`src/rtl/ad9833_rx.sv`:
```
// AD9833-style serial word receiver: synchronizes fsync/sclk/sdata, assembles
// 16-bit MSB-first words and decodes them into control, frequency and phase registers.
module ad9833_rx #(
    parameter int SYNC_STAGES = 2
) (
    input  logic        clk,
    input  logic        rst_n,
    input  logic        fsync,
    input  logic        sclk,
    input  logic        sdata,
    output logic [15:0] word,
    output logic        word_valid,
    output logic [13:0] ctrl,
    output logic [27:0] freq0,
    output logic [27:0] freq1,
    output logic [11:0] phase0,
    output logic [11:0] phase1,
    output logic        frame_err
);

    typedef enum logic {
        IDLE,
        SHIFT
    } state_t;

    state_t state, state_next;

    logic [SYNC_STAGES-1:0] fsync_sync, sclk_sync, sdata_sync;
    logic                   fsync_s, sclk_s, sdata_s, sclk_prev;
    logic                   sclk_fall, take_bit, word_done, abort, leave;
    logic [15:0]            shreg, shreg_next;
    logic [3:0]             bit_cnt;
    logic                   pend, pend_sel;

    logic [13:0] ctrl_d, payload;
    logic [27:0] freq0_d, freq1_d, freq_cur, freq_new;
    logic [11:0] phase0_d, phase1_d;
    logic        pend_d, pend_sel_d, write_hi;

    // NOTE: synchronizers reset to the bus idle levels so reset release never looks like an edge.
    always_ff @(posedge clk or negedge rst_n) begin
        if (!rst_n) begin
            fsync_sync <= '1;
            sclk_sync  <= '1;
            sdata_sync <= '0;
            sclk_prev  <= 1'b1;
        end else begin
            fsync_sync <= {fsync_sync[SYNC_STAGES-2:0], fsync};
            sclk_sync  <= {sclk_sync[SYNC_STAGES-2:0], sclk};
            sdata_sync <= {sdata_sync[SYNC_STAGES-2:0], sdata};
            sclk_prev  <= sclk_s;
        end
    end

    assign fsync_s    = fsync_sync[SYNC_STAGES-1];
    assign sclk_s     = sclk_sync[SYNC_STAGES-1];
    assign sdata_s    = sdata_sync[SYNC_STAGES-1];
    assign sclk_fall  = sclk_prev & ~sclk_s;
    assign take_bit   = sclk_fall & ~fsync_s;
    assign word_done  = take_bit && (bit_cnt == 4'd15);
    assign shreg_next = {shreg[14:0], sdata_s};
    assign leave      = (state == SHIFT) && fsync_s;

    always_ff @(posedge clk or negedge rst_n) begin
        if (!rst_n) state <= IDLE;
        else        state <= state_next;
    end

    // A rising fsync beats a simultaneous sclk edge: take_bit is already gated off.
    always_comb begin
        state_next = state;
        abort      = 1'b0;
        case (state)
            IDLE:    if (!fsync_s) state_next = SHIFT;
            SHIFT:   if (fsync_s) begin
                         state_next = IDLE;
                         abort      = (bit_cnt != 4'd0);
                     end
            default: state_next = IDLE;
        endcase
    end

    always_comb begin
        ctrl_d     = ctrl;
        freq0_d    = freq0;
        freq1_d    = freq1;
        phase0_d   = phase0;
        phase1_d   = phase1;
        pend_d     = pend;
        pend_sel_d = pend_sel;
        payload    = shreg_next[13:0];
        freq_cur   = shreg_next[15] ? freq1 : freq0;
        freq_new   = freq_cur;
        write_hi   = 1'b0;
        case (shreg_next[15:14])
            2'b00: begin
                ctrl_d = payload;
                pend_d = 1'b0;
            end
            2'b01, 2'b10: begin
                if (ctrl[13]) begin
                    write_hi   = pend && (pend_sel == shreg_next[15]);
                    pend_d     = !write_hi;
                    pend_sel_d = shreg_next[15];
                end else begin
                    write_hi = ctrl[12];
                    pend_d   = 1'b0;
                end
                freq_new = write_hi ? {payload, freq_cur[13:0]} : {freq_cur[27:14], payload};
                if (shreg_next[15]) freq1_d = freq_new;
                else                freq0_d = freq_new;
            end
            default: begin
                if (shreg_next[13]) phase1_d = shreg_next[11:0];
                else                phase0_d = shreg_next[11:0];
            end
        endcase
    end

    // NOTE: all sequential state uses non-blocking assignment so every flop samples pre-edge values.
    always_ff @(posedge clk or negedge rst_n) begin
        if (!rst_n) begin
            shreg      <= '0;
            bit_cnt    <= '0;
            pend       <= 1'b0;
            pend_sel   <= 1'b0;
            word       <= '0;
            word_valid <= 1'b0;
            frame_err  <= 1'b0;
            ctrl       <= '0;
            freq0      <= '0;
            freq1      <= '0;
            phase0     <= '0;
            phase1     <= '0;
        end else begin
            word_valid <= 1'b0;
            frame_err  <= abort;
            if (leave) begin
                shreg   <= '0;
                bit_cnt <= '0;
            end else if (take_bit) begin
                shreg   <= shreg_next;
                bit_cnt <= bit_cnt + 4'd1;
                if (word_done) begin
                    word       <= shreg_next;
                    word_valid <= 1'b1;
                    ctrl       <= ctrl_d;
                    freq0      <= freq0_d;
                    freq1      <= freq1_d;
                    phase0     <= phase0_d;
                    phase1     <= phase1_d;
                    pend       <= pend_d;
                    pend_sel   <= pend_sel_d;
                end
            end
        end
    end

endmodule

```
`config.mk`:
```
export PLATFORM = sky130hd
export DESIGN_NAME = ad9833_rx
export DESIGN_NICKNAME = d
export VERILOG_FILES = /design/src/rtl/ad9833_rx.sv
export SDC_FILE = /design/constraint.sdc
export NUM_CORES = 1
export LEC_CHECK = 0
export BUFFER_PORTS_ARGS = -buffer_cell sky130_fd_sc_hd__clkbuf_2
export CAP_MARGIN = 20
export CORE_MARGIN = 5
export CORE_UTILIZATION = 54
export DETAILED_ROUTE_END_ITERATION = 10
export GPL_TIMING_DRIVEN = 1
export HOLD_SLACK_MARGIN = 0.06
export PLACE_DENSITY_LB_ADDON = 0.1
export SYNTH_ARGS = -nofsm -noshare
export SYNTH_HDL_FRONTEND = slang
export SYNTH_SLANG_ARGS = --single-unit
```
`constraint.sdc`:
```
create_clock -name clk -period 2.7 [get_ports clk]
set_clock_uncertainty 0.15 [all_clocks]
set_input_delay 0.135 -clock clk [delete_from_list [all_inputs] [get_ports clk]]
set_output_delay 0.135 -clock clk [all_outputs]
set_load 0.05 [all_outputs]
```
==> results.yml, run 1 <==
global_routing:
  groute.usage.overall_pct: 21.6
  maximum_number_of_pins_on_one_net_before_global_route_repair: 74
  grt_first_pass_wirelength_um: 20900
  grt_pass1_vias: 3817
  antenna_found_initial: 0
  overflow: 0
place:
  buffer_ports.inserted: 116
  dpl-instance-area_mm2: 0.00618
  gp_congestion: 0.827
  numPlacedInstances: 637
  dp_hpwl_um: 8430
  post-place-ws_ps: 257
detailed_routing:
  firstDrtPassIters: 4
  detail_route.wirelength_um: 12500
  avgViaCountPerCell: 5.26
  avgRoutedWirePerCell_um: 18.6
  drt_iter0_markers: 157
  number_of_drc_violations_after_detailed_routing: 0
  vias: 3536
  antenna_nets_post_route: 0
cells_and_area:
  finalNetCount: 537
  diodes: 0
  fin_cells: 672
  sequential_cell_area_mm2: 0.00353
  layout-drive-gt1-share_pct: 46.2
  area_growth_pct: 24.4
  multi_input_gate_area_in_the_final_layout_mm2: 0.00176
  layout.cells.most_common_list: "136 x sky130_fd_sc_hd__dfrtp_1, 115 x sky130_fd_sc_hd__clkbuf_2, 80 x sky130_fd_sc_hd__nand2_1"
  final.fill_count: 751
  final_design_area_no_fill_mm2: 0.00681
  final_common_cell: "sky130_fd_sc_hd__dfrtp_1"
sta:
  slew_at_the_pin_closest_to_its_max_slew_limit_ps: 662
  number_of_failing_setup_endpoints_in_the_final_timing_report: 0
  tns_ps: 0
  hold_violations: 0
  min_period_ps: 2520
  clock.fmax_mhz: 398
  final.hold.worst_slack_ps: 53.7
  min_period_over_period_pct: 93.2
  slew_viol_final: 0
  setup_slack_ps: 185
  grt_setup_unrepaired: "false"
  max_slew_margin_pct: 55.8
pwr:
  leakagePower_nw: 3.78
  intPower_mw: 3.56
  power.combinational.fraction_pct: 2.0
  power.share.clock_pct: 50.6
  ir_drop_mv: 0.399
  p_switching_mw: 0.973
  seq_power_share_pct: 47.4
  power.density_mw_per_mm2: 666
  swShare_pct: 21.5
floorplanning:
  dieHeight_um: 111
  initial_utilization_pct: 55.7
  placementRows: 36
  io-pin-count: 117
  design.core.area_mm2: 0.00982
  die_area_mm2: 0.0122
  die_w_um: 111
synthesis:
  yosysTopAreaCellShare_pct: 62.2
  synth_fp_nets: 418
  netlist-cell-type-count: 33
  synth.yosys.seq_area_share_pct: 64.6
  synth_area_per_cell_um2: 13.4
  synthesis.instances: 408
  synth_area_leader_cell: "sky130_fd_sc_hd__dfrtp_1"
  synthesis.area_mm2: 0.00547
  synth-seq-cells: 141
  ys_warn_count: 0
  ys_top_cells_by_area: "sky130_fd_sc_hd__dfrtp_1 62%, sky130_fd_sc_hd__mux2_2 15%, sky130_fd_sc_hd__nand2_1 5.5%, sky130_fd_sc_hd__mux2_4 2.7%, sky130_fd_sc_hd__dfstp_2 2.4%"
worst_setup_path:
  ff2ff_setup_slack_ps: 180
  worst_r2r_endpoint: "phase0[7]"
  worst_setup_path_end_kind: "flop"
  worstReg2RegStart: "sclk_prev"
  timing.critical_path.fanout_max: 13
  worst-setup-path-type: "reg -> reg"
  worst_setup_path_start_kind: "flop"
  critPathCapture: "phase0[7]"
  r2r.worst_path.cells: 4
  critical_path_arrival_ps: 2760
  critical_path.startpoint: "sclk_prev"
  critPathRequiredTime_ps: 2940
clocking:
  numClockSinks: 141
  cts-root-buf: "sky130_fd_sc_hd__clkbuf_8"
  cts_buffers: 17
  cts.htree.levels: 4
  clockBufferDepth: 2
  cts.repair.resized: 0
  tritoncts: "built"
  worst_setup_hold_path_clk_slew_ps: 60
  insertion_delay_ps: 510
hold_path:
  hp-class: "in -> async"
run_status:
  status: "finished clean"
flow_run:
  max_cap_viols: 0
## how the worst min path moves through the flow
stage,endpoint,depth (start not counted),startpoint
floorplan,bit_cnt[0],0,rst_n
global placement,freq1[9],1,rst_n
detailed placement,freq1[9],1,rst_n
CTS,freq1[9],2,rst_n
global route,sclk_sync[0],2,sclk
finish,freq1[10],2,rst_n
## critical path: stages, from the launching register on
cell	delay (ps)
sky130_fd_sc_hd__dfstp_2	530
sky130_fd_sc_hd__nor3b_2	420
sky130_fd_sc_hd__nand2_4	230
sky130_fd_sc_hd__nor3b_4	630
sky130_fd_sc_hd__mux2_2	420
## per-stage QoR
step | utilization (%) | total power, mW
after CTS | 69.3 | 4.58
final | 69.3 | 4.54
after global routing | 69.3 | 4.70
after global placement | 63.0 | 2.27
after detailed placement | 63.0 | 2.28
after floorplan | - | 2.21
## sequential cells by signal, indices dropped and copies added (netlist names), 2 cells and up
name        count
bit_cnt         4
freq1          28
phase1         12
ctrl           14
sclk_sync       2
freq0          28
word           16
sdata_sync      2
shreg          15
fsync_sync      2
phase0         12
## layer usage
metal | routed length, um | track usage (%)
met1 | 5380 | 27.3
met2 | 6310 | 35.8
met3 | 705 | 6.82
met4 | 131 | 6.32
met5 | 0 | 0
## repair_timing
action / CTS / global route
buffers inserted: 0 / 0
endpoints found under the hold margin: 144 / 0
hold buffers: 4 / 0
## cell usage after synthesis
library cell,instances
sky130_fd_sc_hd__buf_6,4
sky130_fd_sc_hd__clkbuf_1,19
sky130_fd_sc_hd__o21ai_0,9
sky130_fd_sc_hd__buf_2,4
sky130_fd_sc_hd__dfstp_2,5
sky130_fd_sc_hd__nor3b_2,1
sky130_fd_sc_hd__mux2_2,71
sky130_fd_sc_hd__o22a_1,14
sky130_fd_sc_hd__nor2_1,4
sky130_fd_sc_hd__inv_1,5
sky130_fd_sc_hd__mux2_4,10
sky130_fd_sc_hd__nand4_1,2
sky130_fd_sc_hd__nand3_1,17
sky130_fd_sc_hd__nand2_4,1
sky130_fd_sc_hd__o21ai_1,1
sky130_fd_sc_hd__buf_4,2
sky130_fd_sc_hd__nand4_4,1
sky130_fd_sc_hd__nor3b_4,1
sky130_fd_sc_hd__and4_1,1
sky130_fd_sc_hd__or3b_2,1
sky130_fd_sc_hd__inv_4,1
sky130_fd_sc_hd__nand2b_1,3
sky130_fd_sc_hd__o31ai_1,1
sky130_fd_sc_hd__a21oi_1,3
sky130_fd_sc_hd__or2_1,1
sky130_fd_sc_hd__nand2_2,1
sky130_fd_sc_hd__ha_1,5
sky130_fd_sc_hd__nand2_1,80
sky130_fd_sc_hd__buf_1,1
sky130_fd_sc_hd__dfrtp_1,136
sky130_fd_sc_hd__and3_1,1
sky130_fd_sc_hd__xnor2_1,1
sky130_fd_sc_hd__xor2_1,1
## logic make-up (layout without fill, tap and decap cells)
| kind of cell | count (synthesis) | in the layout | synth area share (%) |
|---|---|---|---|
| AO/OA/AOI/OAI | 28 | 28 | 3.57 |
| XOR/XNOR | 2 | 2 | 0.320 |
| adder cells (fa/ha/maj) | 5 | 5 | 1.14 |
| buffers and inverters | 36 | 167 | 3.29 |
| flip-flops | 141 | 141 | 64.6 |
| multiplexers | 81 | 81 | 17.4 |
| AND/OR/NAND/NOR | 115 | 115 | 9.72 |
## final cells by class
cell class              instances  share of cell area [%]
clock buffers                  18                    6.14
clock inverters                13                    2.44
inverters                       6                   0.368
multi-input cells             231                    25.8
flip-flops and latches        141                    51.9
well taps                     133                    2.44
repair buffers                130                    10.9
## power by group through the flow
stage	clock, mW	sequential, mW	combinational [mW]
final	2.29	2.15	0.0900
after global routing	2.44	2.15	0.105
after CTS	2.33	2.15	0.0928
after detailed placement	0	2.19	0.0882
after global placement	0	2.19	0.0850
after floorplan	0	2.18	0.0322
Note: power is estimated with default switching activity, not from simulation.
==> inputs of run 2 (changes only) <==
- ABC_AREA: default -> 1
- CORE_UTILIZATION: 54 -> 59
- clock period: 2.7 -> 3.06 ns (I/O delays scaled with it)
==> run 2 against run 1 <==
Net effect: largest cell class unchanged; critical endpoint is now freq1[7]; flip-flop and latch count is the same; register-to-register slack better by 510 ps; non-clock buffer count is 4 lower; maximum frequency rose by 6.5%; combinational power increased by 23%.
==> results.yml, run 2 <==
synthesis:
  synth.yosys.seq_area_share_pct: 59.2
  synth-seq-cells: 141
  synth_fp_nets: 663
  ys_warn_count: 0
  synthesis.instances: 653
  synth_area_per_cell_um2: 9.15
  netlist-cell-type-count: 21
  synthMostInstantiatedCell: "sky130_fd_sc_hd__nand2_1"
  yosysTopAreaCellShare_pct: 57.0
  ys_top_cells_by_area: "sky130_fd_sc_hd__dfrtp_1 57%, sky130_fd_sc_hd__nand2_1 11%, sky130_fd_sc_hd__nand3_1 9.8%, sky130_fd_sc_hd__o21ai_0 6.7%, sky130_fd_sc_hd__or2_2 3.0%"
  synth_area_leader_cell: "sky130_fd_sc_hd__dfrtp_1"
  synth.cells.most_frequent: "178 x sky130_fd_sc_hd__nand2_1, 136 x sky130_fd_sc_hd__dfrtp_1, 117 x sky130_fd_sc_hd__nand3_1"
  postSynth.asyncResetShare_pct: 100
  number_of_synthesized_flops_with_an_enable_pin: 0
  synthesis.area_mm2: 0.00597
  dominantRegCellSynth: "sky130_fd_sc_hd__dfrtp_1"
pwr:
  ir_drop_mv: 0.566
  p_switching_mw: 0.823
  swShare_pct: 20.2
  p_total_mw: 4.07
  power.combinational.fraction_pct: 2.7
  leakagePower_nw: 4.00
  power.density_mw_per_mm2: 562
  seq_power_share_pct: 46.7
  intPower_mw: 3.25
  power.share.clock_pct: 50.6
sta:
  clock.fmax_mhz: 423
  tns_ps: 0
  min_period_over_period_pct: 77.2
  final.hold.worst_slack_ps: 60.4
  setup_slack_ps: 698
  number_of_failing_setup_endpoints_in_the_final_timing_report: 0
  min_period_ps: 2360
  slew_viol_final: 0
  grt_setup_unrepaired: "false"
  max_slew_margin_pct: 45.4
  hold_violations: 0
  slew_at_the_pin_closest_to_its_max_slew_limit_ps: 817
run_status:
  status: "finished clean"
clocking:
  worst_setup_hold_path_clk_slew_ps: 60
  numClockSinks: 141
  cts_buffers: 17
  cts.repair.resized: 0
  clockBufferDepth: 2
  tritoncts: "built"
  cts.htree.levels: 4
  insertion_delay_ps: 520
  cts-root-buf: "sky130_fd_sc_hd__clkbuf_8"
global_routing:
  groute.usage.overall_pct: 27.4
  global_route.usage.met2_pct: 43.0
  overflow: 0
  antenna_found_initial: 0
  global_route.usage.met3_pct: 6.78
  maximum_number_of_pins_on_one_net_before_global_route_repair: 73
  grt_first_pass_wirelength_um: 27000
  layer_with_the_highest_usage_after_global_routing: "met2"
  grt_pass1_vias: 5152
  grt_met1_usage_pct: 38.2
cells_and_area:
  multi_input_gate_area_in_the_final_layout_mm2: 0.00215
  final_util_pct: 73.8
  finalNetCount: 771
  biggestRegsByFlops: "freq0 (28), freq1 (28), word (16)"
  area_growth_pct: 21.2
  layout.cells.most_common_list: "178 x sky130_fd_sc_hd__nand2_1, 136 x sky130_fd_sc_hd__dfrtp_1, 117 x sky130_fd_sc_hd__nand3_1"
  sequential_cell_area_mm2: 0.00353
  final_common_cell: "sky130_fd_sc_hd__nand2_1"
  final.fill_count: 734
  diodes: 0
  final_design_area_no_fill_mm2: 0.00724
  layout-drive-gt1-share_pct: 25.5
  fin_cells: 905
worst_setup_path:
  r2r.worst_path.cells: 8
  critPathRequiredTime_ps: 3360
  worst_setup_path_end_kind: "flop"
  timing.critical_path.fanout_max: 29
  critical_path_arrival_ps: 2670
  worst_setup_path_start_kind: "flop"
  worst-setup-path-type: "reg -> reg"
place:
  post-place-ws_ps: 795
  buffer_ports.inserted: 116
  dp_hpwl_um: 10100
  numPlacedInstances: 871
  dpl-instance-area_mm2: 0.00661
  gp_congestion: 0.880
floorplanning:
  placementRows: 36
  design.core.area_mm2: 0.00982
  die_w_um: 111
  initial_utilization_pct: 60.8
  die_area_mm2: 0.0122
  dieHeight_um: 111
  io-pin-count: 117
detailed_routing:
  detail_route.wirelength_um: 16200
  number_of_drc_violations_after_detailed_routing: 0
  avgViaCountPerCell: 5.72
  vias: 5179
  firstDrtPassIters: 5
  antenna_nets_post_route: 0
  avgRoutedWirePerCell_um: 17.9
  drt_iter0_markers: 482
flow_run:
  max_cap_viols: 0
hold_path:
  hp-class: "in -> async"
[run 2: cell count changes after synthesis, sizes merged, moves of 15 or more]
| cell | previous run | this run |
|---|---|---|
| nand3 | 17 | 122 |
| inv | 6 | 28 |
| o21ai | 10 | 87 |
| nand2 | 82 | 181 |
| or2 | 1 | 29 |
| mux2 | 81 | 0 |
| o22ai | 0 | 15 |
[run 2: metal layers]
metal | vias up | part of all wire (%)
li1 | 2389 | -
met5 | - | 0
met1 | 2525 | 41
met4 | 0 | 1.2
met2 | 240 | 49
met3 | 25 | 8.5
[run 2: power by group through the flow]
stage / sequential (mW) / combinational, mW / clock [mW]
floorplan: 1.94 / 0.0387 / 0
global placement: 1.93 / 0.102 / 0
detailed placement: 1.93 / 0.107 / 0
CTS: 1.90 / 0.113 / 2.08
global route: 1.90 / 0.129 / 2.17
finish: 1.90 / 0.111 / 2.06
[run 2: kinds of logic (layout without fill, tap and decap cells)]
group | Yosys count | after routing | synth area share [%]
flip-flops | 141 | 141 | 59.2
adder cells (fa/ha/maj) | 5 | 5 | 1.05
AND/OR/NAND/NOR | 337 | 337 | 25.9
AO/OA/AOI/OAI | 105 | 105 | 9.11
buffers and inverters | 65 | 184 | 4.77
[run 2: layout make-up]
class / instances / area share [%]
sequential: 141 / 48.8
tap: 133 / 2.30
clock buffer: 23 / 6.72
inverter: 28 / 1.45
multi-input combinational: 447 / 29.8
clock inverter: 7 / 1.52
timing repair buffer: 126 / 9.45
[run 2: path summary, 6_finish.rpt]
| path | from | to | slack, ps |
|---|---|---|---|
| max reg2reg | fsync_sync[1] | freq1[7] | 700 |
| max | fsync_sync[1] | freq1[7] | 700 |
| min in group clk | fsync | fsync_sync[0] | 110 |
| min | rst_n | phase0[4] | 60 |
| max in group asynchronous | rst_n | fsync_sync[1] | 1870 |
| min reg2reg | sdata_sync[0] | sdata_sync[1] | 200 |
[run 2: worst max-delay path: stages (launching register included)]
cell and delay (ps):
sky130_fd_sc_hd__dfstp_2 370, sky130_fd_sc_hd__nor2_1 130, sky130_fd_sc_hd__nand2_2 280, sky130_fd_sc_hd__nor2_8 280
sky130_fd_sc_hd__nand3_2 80, sky130_fd_sc_hd__buf_4 260, sky130_fd_sc_hd__inv_2 440, sky130_fd_sc_hd__nand3_1 190
sky130_fd_sc_hd__nand2_1 100
[run 2: repair_timing]
item                                    in CTS  in global routing
hold buffers                                 4                  0
hold endpoints to repair                   139                  0
buffers inserted                             0                  0
endpoints found under the setup margin       0                  0
